<file path="src/rtl/dlx_mem_arbiter.sv">
// dlx_mem_arbiter: shares one single-port memory between the DLX core and a host/loader port.
// The core's level-held mr/mw + busy handshake becomes a req/ack memory transaction. When both
// sides request at once, round-robin arbitration decides who goes first.
// Optional build macro: DLX_MEM_ARB_TIMEOUT_EN adds an abort after TIMEOUT cycles without
// mem_ack, returns all-ones read data and raises the sticky arb_err.
module dlx_mem_arbiter #(
  parameter int unsigned AW      = 10,
  parameter int unsigned DW      = 32,
  parameter int unsigned TIMEOUT = 16
) (
  input  logic          clk,
  input  logic          reset,
  input  logic          core_mr,
  input  logic          core_mw,
  input  logic [AW-1:0] core_addr,
  input  logic [DW-1:0] core_wdata,
  output logic [DW-1:0] core_rdata,
  output logic          core_busy,
  input  logic          host_req,
  input  logic          host_we,
  input  logic [AW-1:0] host_addr,
  input  logic [DW-1:0] host_wdata,
  output logic [DW-1:0] host_rdata,
  output logic          host_gnt,
  output logic          mem_req,
  output logic          mem_we,
  output logic [AW-1:0] mem_addr,
  output logic [DW-1:0] mem_wdata,
  input  logic [DW-1:0] mem_rdata,
  input  logic          mem_ack,
  output logic          arb_err,
  output logic [2:0]    arb_state
);

  typedef enum logic [2:0] {
    StIdle     = 3'd0,
    StCoreAcc  = 3'd1,
    StCoreDone = 3'd2,
    StHostAcc  = 3'd3,
    StHostDone = 3'd4
  } state_e;

  state_e        state_q, state_d;
  logic          last_gnt_host_q;  // 1 when the host received the most recent grant
  logic          core_req;
  logic          grant_core, grant_host;
  logic          acc_done;
  logic          timeout_hit;
  logic          mem_req_q, mem_we_q;
  logic [AW-1:0] mem_addr_q;
  logic [DW-1:0] mem_wdata_q;
  logic [DW-1:0] core_rdata_q, host_rdata_q;

  assign core_req = core_mr | core_mw;
  assign acc_done = mem_ack | timeout_hit;

`ifdef DLX_MEM_ARB_TIMEOUT_EN
  localparam int unsigned CntW = $clog2(TIMEOUT + 1);

  logic            in_acc;
  logic [CntW-1:0] wait_cnt_q;
  logic            arb_err_q;

  assign in_acc      = (state_q == StCoreAcc) || (state_q == StHostAcc);
  assign timeout_hit = in_acc && !mem_ack && (wait_cnt_q == CntW'(TIMEOUT));
  assign arb_err     = arb_err_q;

  // Wait counter: cleared on every grant, counts ACC cycles spent without an ack.
  always_ff @(posedge clk or posedge reset) begin
    if (reset) begin
      wait_cnt_q <= '0;
      arb_err_q  <= 1'b0;
    end else begin
      if (grant_core || grant_host) begin
        wait_cnt_q <= '0;
      end else if (in_acc && !mem_ack && !timeout_hit) begin
        wait_cnt_q <= wait_cnt_q + CntW'(1);
      end
      if (timeout_hit) begin
        arb_err_q <= 1'b1;
      end
    end
  end
`else
  logic [31:0] unused_timeout;

  assign unused_timeout = TIMEOUT;
  assign timeout_hit    = 1'b0;
  assign arb_err        = 1'b0;
`endif

  // FSM state register.
  always_ff @(posedge clk or posedge reset) begin
    if (reset) begin
      state_q <= StIdle;
    end else begin
      state_q <= state_d;
    end
  end

  // Next-state and grant decode; grants are only issued from IDLE.
  always_comb begin
    state_d    = state_q;
    grant_core = 1'b0;
    grant_host = 1'b0;
    case (state_q)
      StIdle: begin
        if (core_req && (!host_req || last_gnt_host_q)) begin
          state_d    = StCoreAcc;
          grant_core = 1'b1;
        end else if (host_req) begin
          state_d    = StHostAcc;
          grant_host = 1'b1;
        end
      end
      StCoreAcc:  if (acc_done) state_d = StCoreDone;
      StCoreDone: state_d = StIdle;
      StHostAcc:  if (acc_done) state_d = StHostDone;
      StHostDone: state_d = StIdle;
      default:    state_d = StIdle;
    endcase
  end

  // Memory-side request registers, read-data capture and round-robin history.
  always_ff @(posedge clk or posedge reset) begin
    if (reset) begin
      mem_req_q       <= 1'b0;
      mem_we_q        <= 1'b0;
      mem_addr_q      <= '0;
      mem_wdata_q     <= '0;
      core_rdata_q    <= '0;
      host_rdata_q    <= '0;
      last_gnt_host_q <= 1'b1;  // core wins the first tie
    end else begin
      if (grant_core) begin
        mem_req_q       <= 1'b1;
        mem_we_q        <= core_mw;  // mr+mw together counts as a write
        mem_addr_q      <= core_addr;
        mem_wdata_q     <= core_wdata;
        last_gnt_host_q <= 1'b0;
      end else if (grant_host) begin
        mem_req_q       <= 1'b1;
        mem_we_q        <= host_we;
        mem_addr_q      <= host_addr;
        mem_wdata_q     <= host_wdata;
        last_gnt_host_q <= 1'b1;
      end else if ((state_q == StCoreAcc) && acc_done) begin
        core_rdata_q <= timeout_hit ? {DW{1'b1}} : mem_rdata;
        mem_req_q    <= 1'b0;
        mem_we_q     <= 1'b0;
      end else if ((state_q == StHostAcc) && acc_done) begin
        host_rdata_q <= timeout_hit ? {DW{1'b1}} : mem_rdata;
        mem_req_q    <= 1'b0;
        mem_we_q     <= 1'b0;
      end
    end
  end

  // Outputs decoded from the current state.
  always_comb begin
    core_busy = core_req && (state_q != StCoreDone);
    host_gnt  = (state_q == StHostDone);
    arb_state = state_q;
  end

  assign mem_req    = mem_req_q;
  assign mem_we     = mem_we_q;
  assign mem_addr   = mem_addr_q;
  assign mem_wdata  = mem_wdata_q;
  assign core_rdata = core_rdata_q;
  assign host_rdata = host_rdata_q;

endmodule
</file>
<file path="config.mk">
export PLATFORM = sky130hd
export DESIGN_NAME = dlx_mem_arbiter
export DESIGN_NICKNAME = d
export VERILOG_FILES = /design/src/rtl/dlx_mem_arbiter.sv
export SDC_FILE = /design/constraint.sdc
export NUM_CORES = 1
export LEC_CHECK = 0
export CAP_MARGIN = 20
export CORE_MARGIN = 10
export CORE_UTILIZATION = 44
export DETAILED_ROUTE_END_ITERATION = 10
export PLACE_DENSITY = 0.86
export SETUP_SLACK_MARGIN = 0.2
export SLEW_MARGIN = 20
export SYNTH_ARGS = -nofsm -noshare
export SYNTH_HDL_FRONTEND = slang
export SYNTH_SLANG_ARGS = --single-unit
</file>
<file path="constraint.sdc">
create_clock -name clk -period 5.4 [get_ports clk]
set_clock_uncertainty 0.05 [all_clocks]
set_input_delay 0.54 -clock clk [delete_from_list [all_inputs] [get_ports clk]]
set_output_delay 0.54 -clock clk [all_outputs]
set_load 0.03 [all_outputs]
</file>
==> summary.txt, run 1 <==
Timing
  • Final setup vio count: 0
  • RSZ-0062 raised after global routing: false
  • Relative slew slack: 25.2%
  • Setup_tns: 0 ns
  • Final min period: 2.66 ns
  • Final Hold Vio Count: 0
  • Slew of the pin with the lowest slew margin: 1.12 ns
  • Crit share post-route: 49.2%
  • Slew Viols, Final: 0
  • F_max: 376 MHz

Outcome
  • Status: finished clean

Detailed routing
  • DR pass1 iterations: 5
  • Routed via count: 3,634
  • ANT nets after route: 0
  • Initial DRC Count: 205
  • Post-route DRC: 0
  • Wire per inst: 21.5 microns
  • Post-Route WL: 14.8 mm
  • Vias per cell: 5.30

Pwr
  • P_sw: 0.00207 W
  • Comb power frac: 58.8%
  • Sw frac: 42.2%
  • Power share of the sequential group: 31.5%
  • PwrDens: 659 nW/um^2
  • Peak VDD IR: 403 uV
  • Leakage: 3.05 nW
  • Clk pwr share: 9.8%
  • Internal power: 0.00284 W

Clock tree
  • # hold bufs at CTS: 0
  • Clock buffer depth: 2
  • CTS tree: yes
  • CTS buffer count: 9
  • Htree depth: 3
  • Number of setup buffers added after CTS: 0
  • Clock Latency Late Sink: 0.36 ns
  • Cells resized by post-CTS repair: 0
  • Clk sinks: 112
  • CTS Root Cell: clkbuf_8
  • Clk pin slew, worst setup/hold paths: 0.10 ns

Global route
  • Initial antenna violation count: 0
  • First-pass GRT wire length: 22.9 mm
  • Vias in the first global route: 3,935
  • GR Util All Layers: 18.1%
  • Gr ovfl total: 0
  • Largest net degree at the start of global routing: 60

Die
  • Initial Util: 44.9%
  • Die span in y: 125 microns
  • Row cnt: 38
  • Chip width: 125 microns
  • Full die area: 15,600 sq um
  • Core Region: 10,800 sq um
  • I/O Pins: 237

Yosys
  • Biggest area consumer among synthesized cells: dfrtp_1
  • Synth cell count leaders: 111 x dfrtp_1, 42 x nand3b_1, 42 x o221a_2
  • Simple-gate share of the synthesized area: 8.86%
  • Syn Std Cell Area: 4840 sq um
  • Largest family of logic cells by synthesized area: multiplexers
  • YS warnings: 0
  • Synth Flop Type: dfrtp_1
  • Gate Count Post-Synth: 317
  • Syn Area/Cell: 15.3 sq um
  • Flops & latches, synth: 112
  • Number of synthesized flops with an enable pin: 0
  • Async SR Flop Fraction: 100%
  • Post-Synth XOR/XNOR Area: 0.181%
  • Synth Area in Adders: 0%
  • Mux contribution to synthesized area: 17.1%
  • Area share of the largest cell type after synthesis: 57.4%
  • Syn nets: 440
  • Compound-Gate Fraction of Synth Area: 11.1%
  • Cell with the most instances after synthesis: dfrtp_1
  • Area contributors post-synth: dfrtp_1 57%, o221a_2 9.8%, mux2_4 9.0%
  • Seq/Total Area, Yosys: 57.9%
  • Yosys cell types: 32

Place
  • Gpl congestion: 0.753
  • Dpl cells: 668
  • Placed wire-length estimate: 11.4 mm
  • I/O Buffers: 235

Setup path
  • Worst Reg-to-Reg Cells: 3
  • Crit path capture type: primary output
  • Crit path launch type: input port
  • Arrival time worst endpoint: 2.07 ns
  • Crit path max fanout: 5
  • CP Class: in2out
  • CP Data Required Time: 4.81 ns

Min path
  • Worst hold path type: reg2reg
  • Min-Delay Path Depth: 1

Cells and area
  • Multi-input gate area: 1830 sq um
  • Area Growth Syn to Fin: 54.1%
  • Fin nets: 664
  • Number of fillers in the final layout: 716
  • Register area: 2800 sq um
  • Share of cells above drive strength 1: 25.3%
  • Utilization after layout: 69.1%
  • Diodes inserted: 0
  • Final std cells w/o fill: 686

Job
  • Max_cap viols: 0
logic make-up after synthesis:
logic type	after synthesis
other cells	1
xor+xnor	1
compound gates	49
simple gates	57
flops	112
mux	64
buf+inv	33
layout by cell type, fill, tap and decap left out, types with 2 or more instances in the layout:
cell type / instances
clkdlybuf4s50_1: 235
dfrtp_1: 111
nand3b_1: 42
o221a_2: 42
mux2_2: 35
mux2_4: 29
clkbuf_8: 10
inv_1: 4
nor2_1: 4
buf_4: 4
or2_2: 2
clkinv_4: 2
inv_8: 2
buf_16: 2
layout make-up:
| cell class | count | area share [%] |
|---|---|---|
| Inverter | 5 | 0.285 |
| Clock buffer | 10 | 1.84 |
| Timing Repair Buffer | 241 | 32.7 |
| Multi-Input combinational cell | 172 | 24.6 |
| Clock inverter | 6 | 0.704 |
| Tap cell | 140 | 2.35 |
| Sequential cell | 112 | 37.6 |
stage by stage:
stage	cell area (sq um)	hold WS (ns)	setup slack, ns	total power (W)
floorplan	4840	0.448	1.85	0.00327
global placement	7220	0.414	2.77	0.00435
detailed placement	7220	0.419	2.73	0.00444
CTS	7410	0.440	2.75	0.00492
global route	7460	0.469	2.71	0.00516
finish	7460	0.438	2.74	0.00492
per-layer routing:
layer	GRT usage, %	wire length, microns
met2	28.5	6830
met4	4.61	227
met3	8.98	1560
met5	0	0
met1	21.6	6170
critical path, cell delays in order:
cell	delay (ns)
clkdlybuf4s50_1	0.64
o32a_1	0.21
clkdlybuf4s50_1	0.68
worst paths after layout:
path	start	to	slack, ns
min	mem_req$_DFFE_PP0P_	mem_req$_DFFE_PP0P_	0.44
max in group asynchronous	reset	core_rdata[24]$_DFFE_PP0P_	3.54
max reg2reg	arb_state[2]$_DFFE_PP0P_	host_rdata[11]$_DFFE_PP0P_	3.11
max	core_mw	core_busy	2.74
min reg2reg	mem_req$_DFFE_PP0P_	mem_req$_DFFE_PP0P_	0.44
min in group asynchronous	reset	mem_wdata[1]$_DFFE_PP0P_	0.55
power groups by stage:
| stage | clock network (W) | logic [W] | registers (W) |
|---|---|---|---|
| 2_1_floorplan | 0 | 0.000961 | 0.00231 |
| 4_1_cts | 0.000496 | 0.00288 | 0.00155 |
| 3_3_place_gp | 0 | 0.00282 | 0.00153 |
| 6_report | 0.000480 | 0.00289 | 0.00155 |
| 5_1_grt | 0.000534 | 0.00303 | 0.00159 |
| 3_5_place_dp | 0 | 0.00288 | 0.00155 |
sequential cells by signal, indices dropped and copies added, names as in the netlist:
register and cells:
arb_state 3, core_rdata 32, host_rdata 32, last_gnt_host_q 1
mem_addr 10, mem_req 1, mem_wdata 32, mem_we 1
Power figures use the tool's default switching activity.
==> run 2, diff against run 1 <==
- CORE_UTILIZATION: 44 -> 41
- PLACE_DENSITY: 0.86 -> 0.81
- clock period: 5.4 -> 2.69 ns (I/O delays scaled with it)
==> run 2 against run 1 <==
  * Sequential cell count is the same
  * Routed wire length is 0.26% higher
  * Combinational power is 100% higher
  * Global-route usage decreased by 0.47 points
  * Via count is 0.96% lower
  * Largest power group unchanged
==> summary.txt, run 2 (synthesized netlist as in run 1, its figures left out) <==
Die
  • Chip width: 129 microns (+3.0%)
  • I/O Pins: 237 (unchanged)
  • Die span in y: 129 microns (+3.0%)
  • Full die area: 16,600 sq um (+6.1%)
  • Row cnt: 39 (+2.6%)
  • Initial Util: 42.2% (-2.6 points)
  • Core Region: 11,500 sq um (+6.2%)

Global route
  • Gr ovfl total: 0 (unchanged)
  • Largest net degree at the start of global routing: 78 (+30%)
  • Initial antenna violation count: 0 (unchanged)
  • GR Util All Layers: 17.6% (-0.47 points)
  • First-pass GRT wire length: 23.1 mm (+0.97%)
  • Vias in the first global route: 3,953 (+0.46%)

Clock tree
  • CTS Root Cell: clkbuf_16
  • Clock buffer depth: 2 (unchanged)
  • Clk pin slew, worst setup/hold paths: 0.08 ns (-0.02 ns)
  • Cells resized by post-CTS repair: 0 (unchanged)
  • Clock Latency Late Sink: 0.35 ns (about the same)
  • Number of setup buffers added after CTS: 0 (unchanged)
  • Clk sinks: 112 (unchanged)
  • CTS tree: yes
  • # hold bufs at CTS: 0 (unchanged)
  • Htree depth: 3 (unchanged)
  • CTS buffer count: 9 (unchanged)

Detailed routing
  • Wire per inst: 21.4 microns (-0.61%)
  • ANT nets after route: 0 (unchanged)
  • DR pass1 iterations: 5 (unchanged)
  • Routed via count: 3,599 (-0.96%)
  • Post-route DRC: 0 (unchanged)
  • Vias per cell: 5.20 (-1.8%)
  • Initial DRC Count: 256 (+25%)
  • Post-Route WL: 14.8 mm (+0.26%)

Place
  • Placed Area: 7310 sq um (+1.4%)
  • Gpl congestion: 0.746 (-1.0%)
  • I/O Buffers: 235 (unchanged)
  • Placed wire-length estimate: 11.4 mm (+0.68%)
  • Post-Place Worst Slack: 0.440 ns (-2.29 ns)

Cells and area
  • Non-Filler Cell Area, Final: 7640 sq um (+2.4%)
  • Utilization after layout: 66.7% (-2.5 points)
  • Area Growth Syn to Fin: 57.9%
  • Most frequent cells in the layout: 235 x clkdlybuf4s50_1, 111 x dfrtp_1, 42 x nand3b_1, 42 x o221a_2, 35 x mux2_2
  • Fin nets: 667 (+0.45%)
  • Diodes inserted: 0 (unchanged)
  • Share of cells above drive strength 1: 25.9% (+0.59 points)
  • Commonest non-fill, non-tap cell in the layout: clkdlybuf4s50_1

Pwr
  • PwrDens: 1350 nW/um^2 (+100%)
  • Peak VDD IR: 857 uV (+110%)
  • Comb power frac: 56.1% (-2.7 points)
  • Clk pwr share: 14.1% (+4.3 points)
  • P_sw: 0.00417 W (+100%)
  • Internal power: 0.00614 W (+120%)
  • Power share of the sequential group: 29.8% (-1.7 points)
  • Leakage: 3.12 nW (+2.4%)
  • Sw frac: 40.5% (-1.7 points)

Timing
  • Setup_tns: 0 ns (unchanged)
  • Crit share post-route: 87.7%
  • Worst setup margin: 0.330 ns (-2.41 ns)
  • Slew of the pin with the lowest slew margin: 0.944 ns (-0.179 ns)
  • Slew Viols, Final: 0 (unchanged)
  • RSZ-0062 raised after global routing: false
  • Final setup vio count: 0 (unchanged)
  • Final Hold Vio Count: 0 (unchanged)
  • F_max: 424 MHz
  • Final min period: 2.36 ns
  • Relative slew slack: 37.1% (+12 points)

Setup path
  • Crit path launch type: flip-flop
  • CP max stage delay: 0.61 ns (-0.07 ns)
  • Worst r2r dst: mem_addr[7]$_DFFE_PP0P_
  • CP Class: reg2out
  • Worst Reg-to-Reg Cells: 3 (unchanged)
  • CP Data Required Time: 2.37 ns (-2.44 ns)
  • Critical-path top delay cell: clkdlybuf4s50_1
  • Cell Chain, Critical Path: inv_1 -> o32a_1 -> clkdlybuf4s50_1
  • Worst reg2reg path startpoint: arb_state[0]$_DFFE_PP0P_
  • Arrival time worst endpoint: 2.04 ns (-0.03 ns)
  • Crit path max fanout: 8 (+3)
  • Crit path capture type: primary output
  • Setup slack, reg-to-reg: 0.53 ns (-2.58 ns)

Outcome
  • Status: finished clean

Min path
  • Worst hold path type: in2async

Job
  • Max_cap viols: 0 (unchanged)
run 2: stage by stage:
stage / power [W] / hold WS, ns / cells
after floorplan: 0.00656 / 0.365 / 317
after global placement: 0.00882 / 0.413 / 676
after detailed placement: 0.00896 / 0.416 / 676
after CTS: 0.0105 / 0.348 / 692
after global routing: 0.0109 / 0.386 / 692
final: 0.0103 / 0.336 / 692
run 2: power groups by stage:
stage	clock, W	combinational [W]	sequential [W]
global route	0.00157	0.00609	0.00320
CTS	0.00151	0.00587	0.00309
floorplan	0	0.00193	0.00463
detailed placement	0	0.00586	0.00310
finish	0.00146	0.00578	0.00307
global placement	0	0.00576	0.00306
run 2: area by class of cell:
cell class | count | area [sq um]
Clock buffer | 9 | 225
Clock inverter | 7 | 104
Fill cell | 839 | 3820
Inverter | 5 | 22.5
Multi-Input combinational cell | 172 | 1840
Sequential cell | 112 | 2800
Tap cell | 143 | 179
Timing Repair Buffer | 244 | 2470
run 2: per-layer routing:
layer	track usage [%]	vias up	share of wire (%)
li1	-	1646	-
met1	21.1	1773	40
met2	28.2	164	48
met3	7.80	16	11
met4	4.91	0	1.3
met5	0	-	0
run 2: worst max-delay path by stage:
stage	slack [ns]	cells past startpoint	end	from
after detailed placement	0.44	3	mem_wdata[10]$_DFFE_PP0P_	core_mw
after global routing	0.23	3	core_busy	arb_state[1]$_DFFE_PP0P_
after global placement	0.50	3	mem_addr[2]$_DFFE_PP0P_	core_mw
after CTS	0.29	3	core_busy	arb_state[1]$_DFFE_PP0P_
after floorplan	0.92	6	host_rdata[0]$_DFFE_PP0P_	arb_state[2]$_DFFE_PP0P_
final	0.33	3	core_busy	arb_state[1]$_DFFE_PP0P_
run 2: critical path: cells and delay by family (launching register included):
kind	cells	cell delay (ns)
compound gates	1	0.35
buf+inv	2	0.74
flops	1	0.59
==> run 3, diff against run 2 <==
- CELL_PAD_IN_SITES_DETAIL_PLACEMENT: not set -> 0
- CELL_PAD_IN_SITES_GLOBAL_PLACEMENT: not set -> 2
- CORE_UTILIZATION: 41 -> 26
- PLACE_DENSITY: 0.81 -> not set
- PLACE_DENSITY_LB_ADDON: not set -> 0.1
- SLEW_MARGIN: 20 -> 5
==> run 3 against run 2 <==
  * Worst setup slack improved by 0.036 ns
  * Combinational power rose by 2%
  * Critical path depth did not move
  * Total power fell by 0.41%
  * Critical endpoint unchanged
  * Largest cell class unchanged
  * Largest power group unchanged
==> summary.txt, run 3 (synthesized netlist as in run 1, its figures left out) <==
Setup path
  • CP Class: reg2out
  • Arrival time worst endpoint: 2.01 ns (-0.03 ns)
  • Critical-path top delay cell: clkdlybuf4s50_1
  • Crit path max fanout: 8 (unchanged)
  • Cell Chain, Critical Path: inv_1 -> o32a_1 -> clkdlybuf4s50_1
  • Worst Reg-to-Reg Cells: 3 (unchanged)
  • Worst r2r dst: mem_wdata[16]$_DFFE_PP0P_
  • Crit path capture type: primary output
  • Crit path launch type: flip-flop
  • CP Data Required Time: 2.37 ns (about the same)
  • Worst reg2reg path startpoint: arb_state[1]$_DFFE_PP0P_
  • CP max stage delay: 0.61 ns (about the same)
  • Setup slack, reg-to-reg: 0.52 ns (about the same)

Pwr
  • Leakage: 3.10 nW (-0.43%)
  • Comb power frac: 57.2% (+1.1 points)
  • Sw frac: 41.0% (+0.56 points)
  • P_sw: 0.00422 W (+0.96%)
  • PwrDens: 1330 nW/um^2 (-1.3%)
  • Clk pwr share: 13.4% (-0.7 points)
  • Internal power: 0.00605 W (-1.3%)
  • Power share of the sequential group: 29.4% (-0.4 points)
  • Total power: 0.0103 W (-0.41%)
  • Peak VDD IR: 396 uV (-54%)

Timing
  • RSZ-0062 raised after global routing: false
  • Worst setup margin: 0.366 ns (+0.0359 ns)
  • Relative slew slack: 31.8% (-5.3 points)
  • Final setup vio count: 0 (unchanged)
  • Final min period: 2.32 ns (-0.0359 ns)
  • Slew of the pin with the lowest slew margin: 1.02 ns (+0.0793 ns)
  • F_max: 430 MHz (+1.5%)
  • Final hold slack: 0.383 ns (+0.0465 ns)
  • Final Hold Vio Count: 0 (unchanged)
  • Setup_tns: 0 ns (unchanged)
  • Slew Viols, Final: 0 (unchanged)
  • Crit share post-route: 86.4% (-1.3 points)

Cells and area
  • Share of cells above drive strength 1: 25.5% (-0.32 points)
  • Area Growth Syn to Fin: 59.3%
  • Register area: 2800 sq um (unchanged)
  • Most frequent cells in the layout: 235 x clkdlybuf4s50_1, 111 x dfrtp_1, 42 x nand3b_1, 42 x o221a_2, 35 x mux2_2
  • Utilization after layout: 42.5% (-24 points)
  • Commonest non-fill, non-tap cell in the layout: clkdlybuf4s50_1
  • Number of fillers in the final layout: 1,712 (+100%)
  • Fin nets: 666 (-0.15%)
  • Multi-input gate area: 1840 sq um (unchanged)

Detailed routing
  • ANT nets after route: 0 (unchanged)
  • Vias per cell: 4.60 (-11%)
  • Post-route DRC: 0 (unchanged)
  • DR pass1 iterations: 4 (-1)
  • Initial DRC Count: 139 (-46%)
  • Routed via count: 3,581 (-0.50%)
  • Wire per inst: 20.3 microns (-5.0%)
  • Post-Route WL: 15.8 mm (+6.8%)

Clock tree
  • Clock buffer depth: 2 (unchanged)
  • Clk sinks: 112 (unchanged)
  • CTS buffer count: 9 (unchanged)
  • Htree depth: 3 (unchanged)
  • # hold bufs at CTS: 0 (unchanged)
  • Clk pin slew, worst setup/hold paths: 0.08 ns (about the same)
  • Number of setup buffers added after CTS: 0 (unchanged)
  • CTS Root Cell: clkbuf_16
  • CTS tree: yes
  • Cells resized by post-CTS repair: 0 (unchanged)
  • Clock Latency Late Sink: 0.34 ns (about the same)

Min path
  • Worst hold path type: in2async

Place
  • Gpl congestion: 0.740 (-0.80%)
  • I/O Buffers: 235 (unchanged)
  • Post-Place Worst Slack: 0.375 ns (-0.0649 ns)
  • Placed wire-length estimate: 11.3 mm (-1.5%)

Die
  • Full die area: 24,500 sq um (+48%)
  • Chip width: 156 microns (+22%)
  • Row cnt: 49 (+26%)
  • Die span in y: 156 microns (+22%)
  • Initial Util: 26.7% (-16 points)
  • I/O Pins: 237 (unchanged)
  • Core Region: 18,100 sq um (+58%)

Global route
  • GR Util All Layers: 12.8% (-4.8 points)
  • Initial antenna violation count: 2 (+2)
  • Largest net degree at the start of global routing: 113 (+45%)
  • Vias in the first global route: 3,979 (+0.66%)
  • First-pass GRT wire length: 24.4 mm (+5.8%)
  • Gr ovfl total: 0 (unchanged)

Job
  • Max_cap viols: 0 (unchanged)

Outcome
  • Status: finished clean
[run 3: layer usage]
layer	global-route usage, %	share of wire (%)	vias up
met5	0	0.082	-
met4	4.49	1.6	2
met3	6.11	11	16
met2	18.4	43	171
met1	16.5	45	1751
li1	-	-	1641
[run 3: final cells by class]
class	instances	share of cell area (%)
Multi-Input combinational cell	172	23.8
Clock inverter	6	0.876
Antenna cell	1	0.0324
Timing Repair Buffer	243	31.9
Clock buffer	10	2.97
Inverter	5	0.292
Tap cell	229	3.71
Sequential cell	112	36.4
[run 3: power by group through the flow]
stage          logic [W]  registers, W  clock network (W)
6_report         0.00587       0.00302            0.00138
5_1_grt          0.00620       0.00315            0.00151
4_1_cts          0.00598       0.00303            0.00145
3_5_place_dp     0.00599       0.00304                  0
3_3_place_gp     0.00594       0.00303                  0
2_1_floorplan    0.00193       0.00463                  0
[run 3: metrics by stage]
| stage | instance area (sq um) | instances |
|---|---|---|
| floorplan | 4850 | 317 |
| global placement | 7410 | 761 |
| detailed placement | 7410 | 761 |
| CTS | 7710 | 777 |
| global route | 7710 | 778 |
| finish | 7710 | 778 |
[run 3: how the worst max path moves through the flow]
stage                           endpoint  slack (ns)                startpoint
4_1_cts                        core_busy        0.33  arb_state[1]$_DFFE_PP0P_
6_report                       core_busy        0.37  arb_state[1]$_DFFE_PP0P_
3_5_place_dp   mem_wdata[29]$_DFFE_PP0P_        0.37                   core_mw
3_3_place_gp   mem_wdata[22]$_DFFE_PP0P_        0.42                   core_mw
2_1_floorplan  host_rdata[0]$_DFFE_PP0P_        0.92  arb_state[2]$_DFFE_PP0P_
5_1_grt                        core_busy        0.27  arb_state[1]$_DFFE_PP0P_
[run 3: worst max-delay path, delay by kind of cell, from the launching register on]
kind                   cells  cell delay (ns)
AOI/OAI and AO/OA          1             0.34
DFF                        1             0.58
buffers and inverters      2             0.73
==> RTL change, RTL diff (settings of run 2) <==
The option `DLX_MEM_ARB_TIMEOUT_EN` is turned on by a define.
--- a/src/rtl/dlx_mem_arbiter.sv
+++ b/src/rtl/dlx_mem_arbiter.sv
@@ -3,6 +3,8 @@
 // sides request at once, round-robin arbitration decides who goes first.
 // Optional build macro: DLX_MEM_ARB_TIMEOUT_EN adds an abort after TIMEOUT cycles without
 // mem_ack, returns all-ones read data and raises the sticky arb_err.
+`define DLX_MEM_ARB_TIMEOUT_EN
+
 module dlx_mem_arbiter #(
   parameter int unsigned AW      = 10,
   parameter int unsigned DW      = 32,
Check against the original RTL: no difference found for any inputs over 4 cycles, from zero or initial values and one cycle with reset high; that may be too few to reach the edited logic, so the function may still have changed.
==> RTL change against run 2 <==
- power increased by 7.2%
- count of clock-buffer cells in the layout grew 12
- hold slack lost 0.068 ns
- non-clock buffer count is 3 higher
- cell count up 7.7%
- design area is 5.8% higher
- clock power grew 73%
- combinational power fell by 6.4%
- area after synthesis increased by 1.7%
- sequential cell count rose by 6
- routed wire length is 14% higher
- maximum frequency increased by 9.3%
- setup slack improved by 0.20 ns
==> RTL change: results (changes against run 2) <==
| Metric | Value |
|---|---|
| Run status | complete, no violations |
| Drt via density | 5.69 (+9.4%) |
| First-pass GRT wire length | 25700 um (+11%) |
| Inverter count | 6 (+1) |
| Multi-input combinational area share | 22.2% (-1.9 points) |
| Met1 usage | 23.3% (+2.2 points) |
| Critical Path Max Stage Delay | 0.71 ns (+0.10 ns) |
| Vias in the first global route | 4503 (+14%) |
| #FFs+latches synth | 118 (+5.4%) |
| Synthesized instance count | 360 (+14%) |
| Critical Path End | host_gnt |
| Tot GR Track Use | 19.5% (+1.9 points) |
| Netlist cell types | 35 (+9.4%) |
| Final #Nets | 714 (+7.0%) |
| Peak supply drop | 0.000604 V (-29%) |
| Pre-CTS setup slack | 0.556 ns (+0.116 ns) |
| Post-DP HPWL | 12100 um (+6.1%) |
| Mapped Nets | 485 (+10%) |
| Synth top area share | 59.5% (+2.1 points) |
| Worst-skew pair later-pin latency | 0.40 ns (+0.05 ns) |
| Arr. time, crit path | 1.84 ns (-0.20 ns) |
| Worst relative slew slack | 51.0% (+14 points) |
| Largest net degree at the start of global routing | 119 (+53%) |
| Final wirelength | 16900 um (+14%) |
| R2R cell count | 4 (+1) |
| Fraction of cell area in non-clock buffers | 30.5% (-1.8 points) |
| Die Wd | 130 um (+0.71%) |
| Reg power frac | 28.3% (-1.5 points) |
| Post-synth top cells | dfrtp_1, o22a_1, nand4b_1 |
| H-tree depth | 4 (+1) |
| N_diodes | 0 (unchanged) |
| Pre-antenna DRT Iters | 7 (+2) |
| CTS buffer count | 17 (+8) |
| Final min period | 2.16 ns (-0.201 ns) |
| Layout fillers | 786 (-6.3%) |
| Sequential share of the synthesized area | 60.0% (+2.1 points) |
| Grt met2 use | 30.5% (+2.2 points) |
| Multi-input combinational cell area | 1800 um^2 (-2.3%) |
| Gate power share | 48.9% (-7.2 points) |
| Worst setup path start | arb_state[1] |
| Via count | 4240 (+18%) |
| Multi-In Gates | 199 (+16%) |
| Largest cells by area after synthesis | dfrtp_1, o22a_1, o221a_1, nand4b_1, o221a_2 |
| Switching Power | 4.35 mW (+4.2%) |
| Sequential cell area share | 36.5% (-0.16 points) |
| DRT iter0 DRCs | 439 (+71%) |
| M3 GR Usage | 9.14% (+1.3 points) |
| Placer Congestion | 0.794 (+6.4%) |
| Reg clk slew, reported paths | 0.06 ns (-0.02 ns) |
| Clk_buf instances | 21 (+12) |
| Ratio of cells with drive above 1 in the final layout | 9.97% (-16 points) |
| Int Power | 6.71 mW (+9.3%) |
| R2R Setup Slk | 0.71 ns (+0.18 ns) |
| # port buffers | 236 (+0.43%) |
| Buffers excl. clock | 247 (+1.2%) |
| Reg-to-reg critical path endpoint | mem_wdata[26] |
| Placed cell areas | 7420 um^2 (+1.5%) |
RTL change: cells by family (layout without fill, tap and decap cells):
| group | Yosys count | in the layout | share of synthesized area (%) |
|---|---|---|---|
| compound gates | 129 | 129 | 24.4 |
| simple gates | 68 | 68 | 11.2 |
| buf+inv | 43 | 285 | 3.94 |
| flops | 118 | 118 | 60.0 |
| fa+ha+maj | 2 | 2 | 0.508 |
RTL change: per-layer routing:
| metal | wire length [um] | part of all wire [%] | vias up |
|---|---|---|---|
| met5 | 0 | 0 | - |
| met4 | 265 | 1.6 | 0 |
| met3 | 1900 | 11 | 17 |
| met2 | 7900 | 47 | 208 |
| met1 | 6840 | 40 | 2101 |
| li1 | - | - | 1914 |
RTL change: worst reg2reg max path: cells and delay by family (launching register included):
| kind | cells | cell delay, ns |
|---|---|---|
| flops | 1 | 0.49 |
| buf+inv | 1 | 0.44 |
| simple gates | 2 | 0.62 |
| compound gates | 1 | 0.32 |
